==> config.mk <==
export PLATFORM = sky130hd
export DESIGN_NAME = irq_ctrl
export DESIGN_NICKNAME = d
export VERILOG_FILES = /design/src/rtl/irq_ctrl.sv
export SDC_FILE = /design/constraint.sdc
export NUM_CORES = 1
export LEC_CHECK = 0
export CAP_MARGIN = 30
export CORE_MARGIN = 1
export CORE_UTILIZATION = 49
export CTS_CLUSTER_SIZE = 10
export DETAILED_ROUTE_END_ITERATION = 10
export GPL_TIMING_DRIVEN = 0
export MAX_ROUTING_LAYER = met4
export PLACE_DENSITY = 0.8
export SYNTH_ARGS = -nofsm -noshare
export SYNTH_HDL_FRONTEND = slang
export SYNTH_SLANG_ARGS = --single-unit
==> constraint.sdc <==
create_clock -name clk -period 4.1 [get_ports clk]
set_input_delay 0.82 -clock clk [delete_from_list [all_inputs] [get_ports clk]]
set_output_delay 0.82 -clock clk [all_outputs]
set_load 0.01 [all_outputs]
==> src/rtl/irq_ctrl.sv <==
// Prioritised, nestable interrupt controller with a bus-mapped register file.
// Channel 0 has the highest priority; only channels above the lowest in-service one may nest.

module irq_ctrl #(
    parameter int unsigned        NUM_IRQ       = 4,
    parameter int unsigned        SYNC_STAGES   = 2,
    parameter logic [15:0]        BASE_ADDR     = 16'h1100,
    parameter logic [15:0]        VECTOR_BASE   = 16'h0004,
    parameter logic [15:0]        VECTOR_STRIDE = 16'h0002,
    parameter logic [NUM_IRQ-1:0] EDGE_DEFAULT  = '1
) (
    input  logic               clk,
    input  logic               rst_n,
    input  logic [NUM_IRQ-1:0] irq_in,
    input  logic               gie,
    output logic               irq_req,
    output logic [15:0]        irq_vector,
    input  logic               irq_ack,
    input  logic               irq_eoi,
    output logic [NUM_IRQ-1:0] irq_clr,
    input  logic [15:0]        bus_addr,
    input  logic [7:0]         bus_wdata,
    input  logic               bus_we,
    input  logic               bus_re,
    output logic [7:0]         bus_rdata
);

    localparam int unsigned IdxW = (NUM_IRQ > 1) ? $clog2(NUM_IRQ) : 1;

    typedef enum logic {StIdle, StReq} stateT;

    stateT              stateQ, stateD;
    logic [IdxW-1:0]    idxQ, idxD, winIdx;
    logic               reqQ, reqD;
    logic [15:0]        vecQ, vecD, vecCalc;
    logic [NUM_IRQ-1:0] clrQ;

    logic [NUM_IRQ-1:0] syncQ [SYNC_STAGES];
    logic [NUM_IRQ-1:0] prevQ, syncLvl, rise;
    logic [NUM_IRQ-1:0] enableQ, edgeQ, pendQ, pendD, latchQ, latchD, inservQ, inservD;
    logic [NUM_IRQ-1:0] ackVec, allowed, cand, swSet, w1c, wrData, regVal;
    logic               blocked, candAny;

    logic [15:0] busOff;
    logic        busHit, wrEnable, wrEdge, unusedWdata;
    logic [2:0]  regSel;

    // Synchroniser chain plus one extra flop used for rising-edge detection.
    always_ff @(posedge clk or negedge rst_n) begin
        if (!rst_n) begin
            for (int s = 0; s < SYNC_STAGES; s++) syncQ[s] <= '0;
            prevQ <= '0;
        end else begin
            syncQ[0] <= irq_in;
            for (int s = 1; s < SYNC_STAGES; s++) syncQ[s] <= syncQ[s-1];
            prevQ <= syncQ[SYNC_STAGES-1];
        end
    end

    assign syncLvl = syncQ[SYNC_STAGES-1];
    assign rise    = syncLvl & ~prevQ;

    assign busOff      = bus_addr - BASE_ADDR;
    assign busHit      = (busOff < 16'd5);
    assign regSel      = busOff[2:0];
    assign wrData      = bus_wdata[NUM_IRQ-1:0];
    assign unusedWdata = ^bus_wdata;
    assign wrEnable    = bus_we && busHit && (regSel == 3'd0);
    assign wrEdge      = bus_we && busHit && (regSel == 3'd2);
    assign w1c         = (bus_we && busHit && (regSel == 3'd1)) ? wrData : '0;
    assign swSet       = (bus_we && busHit && (regSel == 3'd4)) ? wrData : '0;

    always_comb begin
        ackVec = '0;
        if (stateQ == StReq && irq_ack) ackVec[idxQ] = 1'b1;
    end

    // Set terms are OR-ed in last so they win over W1C and ack.
    assign latchD  = ~edgeQ & ((latchQ & ~ackVec) | swSet);
    assign pendD   = (edgeQ & ((pendQ & ~(w1c | ackVec)) | rise | swSet))
                   | (~edgeQ & (syncLvl | latchD));
    assign inservD = (irq_eoi ? (inservQ & (inservQ - 1'b1)) : inservQ) | ackVec;

    always_comb begin
        blocked = 1'b0;
        allowed = '0;
        for (int i = 0; i < NUM_IRQ; i++) begin
            if (inservQ[i]) blocked = 1'b1;
            allowed[i] = ~blocked;
        end
        cand    = pendQ & enableQ & allowed;
        candAny = |cand;
        winIdx  = '0;
        for (int i = NUM_IRQ - 1; i >= 0; i--) begin
            if (cand[i]) winIdx = IdxW'(i);
        end
        vecCalc = VECTOR_BASE + VECTOR_STRIDE * 16'(winIdx);
    end

    always_comb begin
        stateD = stateQ;
        idxD   = idxQ;
        reqD   = reqQ;
        vecD   = vecQ;
        unique case (stateQ)
            StIdle: begin
                if (gie && candAny) begin
                    idxD   = winIdx;
                    vecD   = vecCalc;
                    reqD   = 1'b1;
                    stateD = StReq;
                end
            end
            StReq: begin
                if (irq_ack) begin
                    reqD   = 1'b0;
                    stateD = StIdle;
                end else if (!enableQ[idxQ] || !pendQ[idxQ]) begin
                    reqD   = 1'b0;
                    stateD = StIdle;
                end
            end
        endcase
    end

    always_ff @(posedge clk or negedge rst_n) begin
        if (!rst_n) begin
            stateQ  <= StIdle;
            idxQ    <= '0;
            reqQ    <= 1'b0;
            vecQ    <= '0;
            clrQ    <= '0;
            enableQ <= '0;
            edgeQ   <= EDGE_DEFAULT;
            pendQ   <= '0;
            latchQ  <= '0;
            inservQ <= '0;
        end else begin
            stateQ  <= stateD;
            idxQ    <= idxD;
            reqQ    <= reqD;
            vecQ    <= vecD;
            clrQ    <= ackVec;
            pendQ   <= pendD;
            latchQ  <= latchD;
            inservQ <= inservD;
            if (wrEnable) enableQ <= wrData;
            if (wrEdge)   edgeQ   <= wrData;
        end
    end

    assign irq_req    = reqQ;
    assign irq_vector = vecQ;
    assign irq_clr    = clrQ;

    always_comb begin
        regVal    = '0;
        bus_rdata = '0;
        if (bus_re && busHit) begin
            case (regSel)
                3'd0:    regVal = enableQ;
                3'd1:    regVal = pendQ;
                3'd2:    regVal = edgeQ;
                3'd3:    regVal = inservQ;
                default: regVal = '0;
            endcase
        end
        bus_rdata[NUM_IRQ-1:0] = regVal;
    end

endmodule

### Word level (Yosys, flattened, before mapping)

Cells that the tools add are included.

* bits in registers: 56
* bits of input ports: 35
* output and inout port bits: 29
* logic and storage cells: 94

* add/subtract/negate cells: 3
* magnitude comparators: 3
* eq/ne operators: 6
* muxes and demuxes: 28
* bitwise operators: 25
* reductions and logical operators: 16

Operator list (count)
* bitwise AND 4 bit: 9
* OR 4 bit: 7
* 2-to-1 mux 4 bit: 5
* < comparator 16 x 3 -> 1 bit, second input constant: 1
* NOT 4 bit: 4
* one-hot mux 4 bit (4 select lines): 1
* subtractor 16 x 13 -> 16 bit, second input constant: 1
* 2-to-1 mux 1 bit: 13
* logical AND 1 bit: 9
* 2-to-1 mux 2 bit: 4
* == test 3 x 2 -> 1 bit, second input constant: 2
* NOT 1 bit: 5
* adder 3 x 3 -> 4 bit, first input constant: 1
* binary-select mux 1 bit (select 2 bit): 2
* one-hot mux 1 bit (2 select lines): 2
* AND reduction 2 bit: 2
* OR reduction 4 bit: 1
* subtractor 4 x 1 -> 4 bit, second input constant: 1
* == test 3 x 1 -> 1 bit, second input constant: 1
* == test 3 bit, second input constant: 1
* zero test 3 bit: 1
* < comparator 2 x 3 -> 1 bit, second input constant: 1
* != test 3 x 2 -> 1 bit, second input constant: 1
* demux 1 bit (select 2 bit): 1
* 4 further kinds: 5

### Longest topological paths before layout

Gate-level depths: netlist of run 1.

* depth after elaboration: 12
* mapped depth: 6
* depth with buffers taken out: 4

### Worst setup path after synthesis of run 1

No wires, ideal clock.

* kind: input-to-output
* start point: input bus_addr[11]
* end point: output bus_rdata[0]
* arrival time: 1.896 ns
* required time: 3.280 ns
* slack: 1.384 ns
* stages on the path: 4
* path buffers: 0
* cells stage by stage: or4b_4 nor3_1 nand3_1 nor2b_1

* word-level cells in the longest chain between the ends: 4

RTL lines
* start, declared: line 21 `input logic [15:0] bus_addr,`
* subtractor 16 x 13 -> 16 bit: line 63 `assign busOff = bus_addr - BASE_ADDR;`
* < comparator 16 x 3 -> 1 bit: line 64 `assign busHit = (busOff < 16'd5);`
* logical AND 1 bit: line 159 `if (bus_re && busHit) begin`
* 2-to-1 mux 4 bit: line 159
* end, declared: line 25 `output logic [7:0] bus_rdata`

Every way passes these cells.

### Final worst setup path of run 1

* start point: input bus_addr[11]
* end point: output bus_rdata[1]

Same word-level chain as after synthesis.

==> out/results.ini, run 1 <==
[run_status]
run_status = finished, final reports clean

[yosys]
synthSimpleGateAreaFrac_pct = 17.3
synthMuxAreaShare_pct = 9.54
synth_top_cell_area_share_pct = 46.2
ys.flop_type = dfrtp_1
synth_cell_types = 42
synth_seq_area_share_pct = 51.4
synth_warnings = 0
synth_compound_area_share_pct = 11.8
ys_top_cells_by_count = dfrtp_1, buf_4, nand2_1
async_reset_ff_share_pct = 100
netlist_instances = 175
synth-seq-cells = 41
yosys.area.top_type = dfrtp_1
yosys.area_share.adder_pct = 0
netlist_area_mm2 = 0.00201
synth_xor_area_share_pct = 0
synth_area_leaders = dfrtp_1, buf_4, dfstp_2
synth.most_common_cell = dfrtp_1
synth.avg_cell_area_um2 = 11.5
synth_top_family_by_area = simple AND/OR/NAND/NOR gates
synth_edf_count = 0

[cts]
postCtsHoldBufs = 0
cts_setup_buffers = 0
cts_tree = built
cts.path.max_buffers = 2
root_buffer = clkbuf_8
cts_resized = 0
cts.sinks = 41
cts_buffers = 5
path_clk_slew_ns = 0.07
htreeDepth = 2
insertion_delay_ns = 0.29

[sta]
whs_ns = 0.346
period_needed_ns = 3.79
rsz0062_at_grt = no
tns_ns = 0
setup_viol = 0
finalHoldViolations = 0
worstMarginPinSlew_ns = 0.878
drv_slew = 0
period_share_pct = 92.5
fmax_ghz = 0.264
slew_headroom_pct = 41.5
skew_ns = 0.00626

[detailed_routing]
ant_nets = 0
drtIter0Drc = 117
drc = 0
wl_per_cell_um = 13.1
via_count = 1500
dr.pass1.iters = 4
avgViaCountPerCell = 5.23
wirelength_mm = 3.76

[setup_path]
critPathTopFamily = simple AND/OR/NAND/NOR gates
crit_top_cell = clkdlybuf4s50_1
crit_chain = clkdlybuf4s50_1 > or4b_4 > nor3_1 > nand3_1 > nor2b_1 > clkdlybuf4s50_1
worst_path_largest_cell_delay_ns = 0.56
r2r-start = inservQ[0]$_DFF_PN0_
crit_end = bus_rdata[1]
crit_slowest_cell = or4b_4
critical_path.startpoint = bus_addr[11]
worstSetupPathDepth = 6
r2r_slack_ns = 2.11
endpoint_kind = output pin
startpoint_type = input port
ff2ff_path_depth = 3
worstPathArrival_ns = 2.97
timing.rr.end = idxQ[0]$_DFFE_PN0P_
worstSetupPathType = input port to output pin
cp_max_fo = 4
crit_required_ns = 3.28
path_buf_inv = 2

[die]
start_util_pct = 52.8
core_mm2 = 0.00380
die_x_um = 66.0
die_h_um = 66.0
dieArea_mm2 = 0.00435
rows = 22
ios = 64

[final_layout]
finalNetCount = 273
multi_input_area_um2 = 840
fillCellCount = 325
n_antenna_cell = 0
register_area_mm2 = 0.00103
drive_gt1_share_pct = 22.6
area_growth_pct = 30.8
final_cell_area_mm2 = 0.00262

[pwr]
power.density_mw_per_mm2 = 302
leakage_nw = 1.23
vdd_drop_max_uv = 170

[global_routing]
grt_start_max_net_pins = 42
grt_pass1_wl_mm = 6.58
grt_remaining_overflow = 0
grtUsageTotal_pct = 21.0
antenna_found_initial = 0
grt_pass1_vias = 1444

[place]
port-buffer-count = 40
place_hpwl_mm = 2.83
placedInstanceArea_mm2 = 0.00252
gp_congestion = 0.808

[run]
cap_violations = 0

[min_path]
hp-class = flop to flop

cell families (layout without fill, tap and decap cells):
| group | count (synthesis) | count (layout) |
|---|---|---|
| multiplexers | 13 | 13 |
| AND/OR/NAND/NOR | 58 | 58 |
| other | 1 | 17 |
| AO/OA/AOI/OAI | 31 | 31 |
| buffers and inverters | 31 | 79 |
| flip-flops | 41 | 41 |
routing by layer:
metal / routed length, um / track usage (%) / vias up
met1: 1610 / 27.1 / 700
met5: 0 / - / -
met3: 276 / 5.52 / 6
met4: 59 / 7.71 / 0
met2: 1820 / 31.9 / 66
li1: - / - / 728
worst reg2reg max path, stage by stage, from the launching register on:
cell     delay (ns)
dfrtp_1        0.43
or2_2          0.35
o41ai_1        0.71
mux2_2         0.40
final cells by class:
type                    instances  area share [%]
flip-flops and latches         41            39.3
multi-input cells             119            32.0
repair buffers                 40            15.1
plain buffers                  22            6.15
clock buffers                   7            3.67
well taps                      48            2.29
inverters                       9            1.29
clock inverters                 1           0.191
cell usage in the layout (no fill, tap or decap), types with 5 or more instances in the layout:
| master | Yosys | final |
|---|---|---|
| inv_1 | 9 | 9 |
| nand4_1 | 5 | 5 |
| buf_4 | 19 | 19 |
| conb_1 | 1 | 17 |
| dfrtp_1 | 37 | 37 |
| clkbuf_8 | 0 | 7 |
| mux2_2 | 9 | 9 |
| clkdlybuf4s50_1 | 0 | 39 |
| nand2_1 | 19 | 19 |
| a2bb2oi_1 | 5 | 5 |
| nand3_1 | 8 | 8 |
sequential cells by signal, indices dropped and copies added, names as in the netlist, 4 cells and up:
register	count
edgeQ	4
enableQ	4
inservQ	4
irq_clr	4
latchQ	4
pendQ	4
prevQ	4
syncLvl	4
syncQ	4
power by group:
part / switching (mW) / leakage [nW] / internal, mW
Clock: 0.130 / 0.0542 / 0.152
Combinational: 0.0373 / 0.663 / 0.0510
Sequential: 0.00609 / 0.512 / 0.415
per-stage QoR:
step / power (mW) / utilization, % / setup slack [ns] / instances
2_1_floorplan: 0.471 / - / 1.38 / 191
3_3_place_gp: 0.517 / 66.5 / 0.313 / 279
3_5_place_dp: 0.517 / 66.4 / 0.310 / 279
4_1_cts: 0.801 / 69.0 / 0.310 / 287
5_1_grt: 0.827 / 69.0 / 0.164 / 287
6_report: 0.791 / 69.0 / 0.308 / 287
worst min path at each step:
| stage | cells past startpoint | to | slack, ns | start |
|---|---|---|---|---|
| 2_1_floorplan | 0 | syncLvl[0]$_DFF_PN0_ | 0.33 | syncQ[4]$_DFF_PN0_ |
| 3_3_place_gp | 0 | syncLvl[1]$_DFF_PN0_ | 0.33 | syncQ[5]$_DFF_PN0_ |
| 3_5_place_dp | 0 | syncLvl[2]$_DFF_PN0_ | 0.34 | syncQ[6]$_DFF_PN0_ |
| 4_1_cts | 0 | syncLvl[0]$_DFF_PN0_ | 0.35 | syncQ[4]$_DFF_PN0_ |
| 5_1_grt | 0 | syncLvl[0]$_DFF_PN0_ | 0.36 | syncQ[4]$_DFF_PN0_ |
| 6_report | 0 | syncLvl[0]$_DFF_PN0_ | 0.35 | syncQ[4]$_DFF_PN0_ |
Power figures use the tool's default switching activity.
==> run 2, diff against run 1 <==
--- a/config.mk
+++ b/config.mk
@@ -13,6 +13,7 @@
 export GPL_TIMING_DRIVEN = 0
 export MAX_ROUTING_LAYER = met4
 export PLACE_DENSITY = 0.8
+export SETUP_SLACK_MARGIN = 0.2
 export SYNTH_ARGS = -nofsm -noshare
 export SYNTH_HDL_FRONTEND = slang
 export SYNTH_SLANG_ARGS = --single-unit
==> out/results.ini, run 2 (synthesized netlist as in run 1, its figures left out) <==
[run_status]
run_status = finished, final reports clean

[setup_path]
cp_max_fo = 4  ; unchanged
worst_path_largest_cell_delay_ns = 0.56  ; about the same
crit_chain = clkdlybuf4s50_1 > or4b_4 > nor3_1 > nand3_2 > nor2b_1 > clkdlybuf4s50_1
crit_top_cell = clkdlybuf4s50_1
endpoint_kind = output pin
crit_required_ns = 3.28  ; about the same
ff2ff_path_depth = 3  ; unchanged
worstSetupPathType = input port to output pin
r2r-start = inservQ[0]$_DFF_PN0_
startpoint_type = input port
crit_slowest_cell = or4b_4
critical_path.startpoint = bus_addr[11]
worstPathArrival_ns = 2.95  ; -0.02 ns

[min_path]
hp-class = flop to flop
min_path_cells = 0  ; unchanged
worstHoldStart = syncQ[4]$_DFF_PN0_

[pwr]
leakage_nw = 1.23  ; about the same
sw_frac_of_total_pct = 21.9  ; +0.062 points
clock_power_share_pct = 35.6  ; about the same
vdd_drop_max_uv = 170  ; about the same
pwr-share-comb_pct = 11.2  ; about the same
p_switching_mw = 0.174  ; +0.37%
intPower_mw = 0.618  ; about the same
finalPower_mw = 0.792  ; about the same
power.density_mw_per_mm2 = 301  ; -0.11%
power_frac_seq_pct = 53.2  ; about the same

[cts]
cts_buffers = 5  ; unchanged
cts.path.max_buffers = 2  ; unchanged
cts.sinks = 41  ; unchanged
path_clk_slew_ns = 0.07  ; about the same
insertion_delay_ns = 0.29  ; about the same
cts_setup_buffers = 0  ; unchanged
cts_tree = built
htreeDepth = 2  ; unchanged
root_buffer = clkbuf_8

[sta]
period_needed_ns = 3.77  ; -0.0202 ns
worst_slack_ns = 0.329  ; +0.0202 ns
rsz0062_at_grt = no
drv_slew = 0  ; unchanged
tns_ns = 0  ; unchanged
skew_ns = 0.00630  ; +0.0000358 ns
finalHoldViolations = 0  ; unchanged
period_share_pct = 92.0  ; -0.49 points
worstMarginPinSlew_ns = 0.883  ; +0.00480 ns
slew_headroom_pct = 41.2  ; -0.32 points
setup_viol = 0  ; unchanged
fmax_ghz = 0.265  ; +0.54%

[global_routing]
grtUsageTotal_pct = 21.0  ; unchanged
antenna_found_initial = 0  ; unchanged
grt_remaining_overflow = 0  ; unchanged
grt_start_max_net_pins = 42  ; unchanged
grt_pass1_wl_mm = 6.58  ; unchanged
grt_pass1_vias = 1444  ; unchanged

[run]
cap_violations = 0  ; unchanged

[detailed_routing]
avgViaCountPerCell = 5.26  ; +0.73%
ant_nets = 0  ; unchanged
drc = 0  ; unchanged
wl_per_cell_um = 13.3  ; +1.5%
drtIter0Drc = 108  ; -7.7%
via_count = 1511  ; +0.73%
dr.pass1.iters = 4  ; unchanged
wirelength_mm = 3.81  ; +1.5%

[die]
die_x_um = 66.0  ; unchanged
core_mm2 = 0.00380  ; unchanged
dieArea_mm2 = 0.00435  ; unchanged
die_h_um = 66.0  ; unchanged
rows = 22  ; unchanged
start_util_pct = 52.8  ; unchanged
ios = 64  ; unchanged

[final_layout]
finalNetCount = 273  ; unchanged
fillCellCount = 322  ; -0.92%
drive_gt1_share_pct = 23.0  ; +0.42 points
layout_common_cells = clkdlybuf4s50_1, dfrtp_1, nand2_1, buf_4, conb_1
n_antenna_cell = 0  ; unchanged
area_growth_pct = 31.0
final_cell_area_mm2 = 0.00263  ; +0.19%
final_common_cell = clkdlybuf4s50_1
register_area_mm2 = 0.00103  ; unchanged
multi_input_area_um2 = 845  ; +0.60%

[place]
place_hpwl_mm = 2.83  ; unchanged
place_ws_ns = 0.310  ; unchanged
gp_congestion = 0.808  ; unchanged
placedInstanceArea_mm2 = 0.00252  ; unchanged
port-buffer-count = 40  ; unchanged

[run 2: cell counts in the layout (fill, tap and decap cells not counted)]
No cell type changed its count.
[run 2: per-layer routing]
metal	part of all wire [%]	vias up	global-route usage, %
met5	0	-	-
met4	1.5	0	7.71
met3	6.6	6	5.52
met2	49	62	31.9
met1	43	711	27.1
li1	-	732	-
[run 2: per-stage QoR]
step	util (%)	instances	hold slack, ns
5_1_grt	69.2	287	0.364
3_3_place_gp	66.5	279	0.332
6_report	69.2	287	0.345
2_1_floorplan	-	191	0.331
3_5_place_dp	66.4	279	0.336
4_1_cts	69.0	287	0.346
[run 2: path summary, 6_finish.rpt]
| path | endpoint | slack [ns] |
|---|---|---|
| hold / removal | syncLvl[0]$_DFF_PN0_ | 0.35 |
| setup reg to reg | idxQ[0]$_DFFE_PN0P_ | 2.11 |
| hold reg to reg | syncLvl[0]$_DFF_PN0_ | 0.35 |
| setup / recovery | bus_rdata[1] | 0.33 |
| min in group asynchronous | irq_clr[0]$_DFF_PN0_ | 0.64 |
| max in group asynchronous | syncLvl[1]$_DFF_PN0_ | 2.90 |
[run 2: area by class of cell]
| class | instances | area share, % |
|---|---|---|
| Multi-Input combinational cell | 119 | 32.1 |
| Sequential cell | 41 | 39.2 |
| Clock inverter | 1 | 0.190 |
| Timing Repair Buffer | 40 | 15.0 |
| Inverter | 9 | 1.29 |
| Tap cell | 48 | 2.29 |
| Clock buffer | 7 | 3.67 |
| Buffer | 22 | 6.14 |
[run 2: what timing repair did]
action | 4_1_cts | 5_1_grt
setup endpoints to repair | 0 | 4
hold buffers | 0 | 0
resized for setup | 0 | 1
hold endpoints to repair | 0 | 0
[run 2: power by group through the flow]
stage                     clock network (mW)  registers, mW  logic, mW
final                                  0.282          0.421     0.0887
after global routing                   0.306          0.422     0.0984
after CTS                              0.291          0.421     0.0887
after detailed placement                   0          0.429     0.0885
after global placement                     0          0.429     0.0881
after floorplan                            0          0.428     0.0430
[run 2: worst max-delay path: cells and delay by family]
| family | cells | cell delay [ns] |
|---|---|---|
| simple gates | 4 | 1.17 |
| buf+inv | 2 | 0.96 |
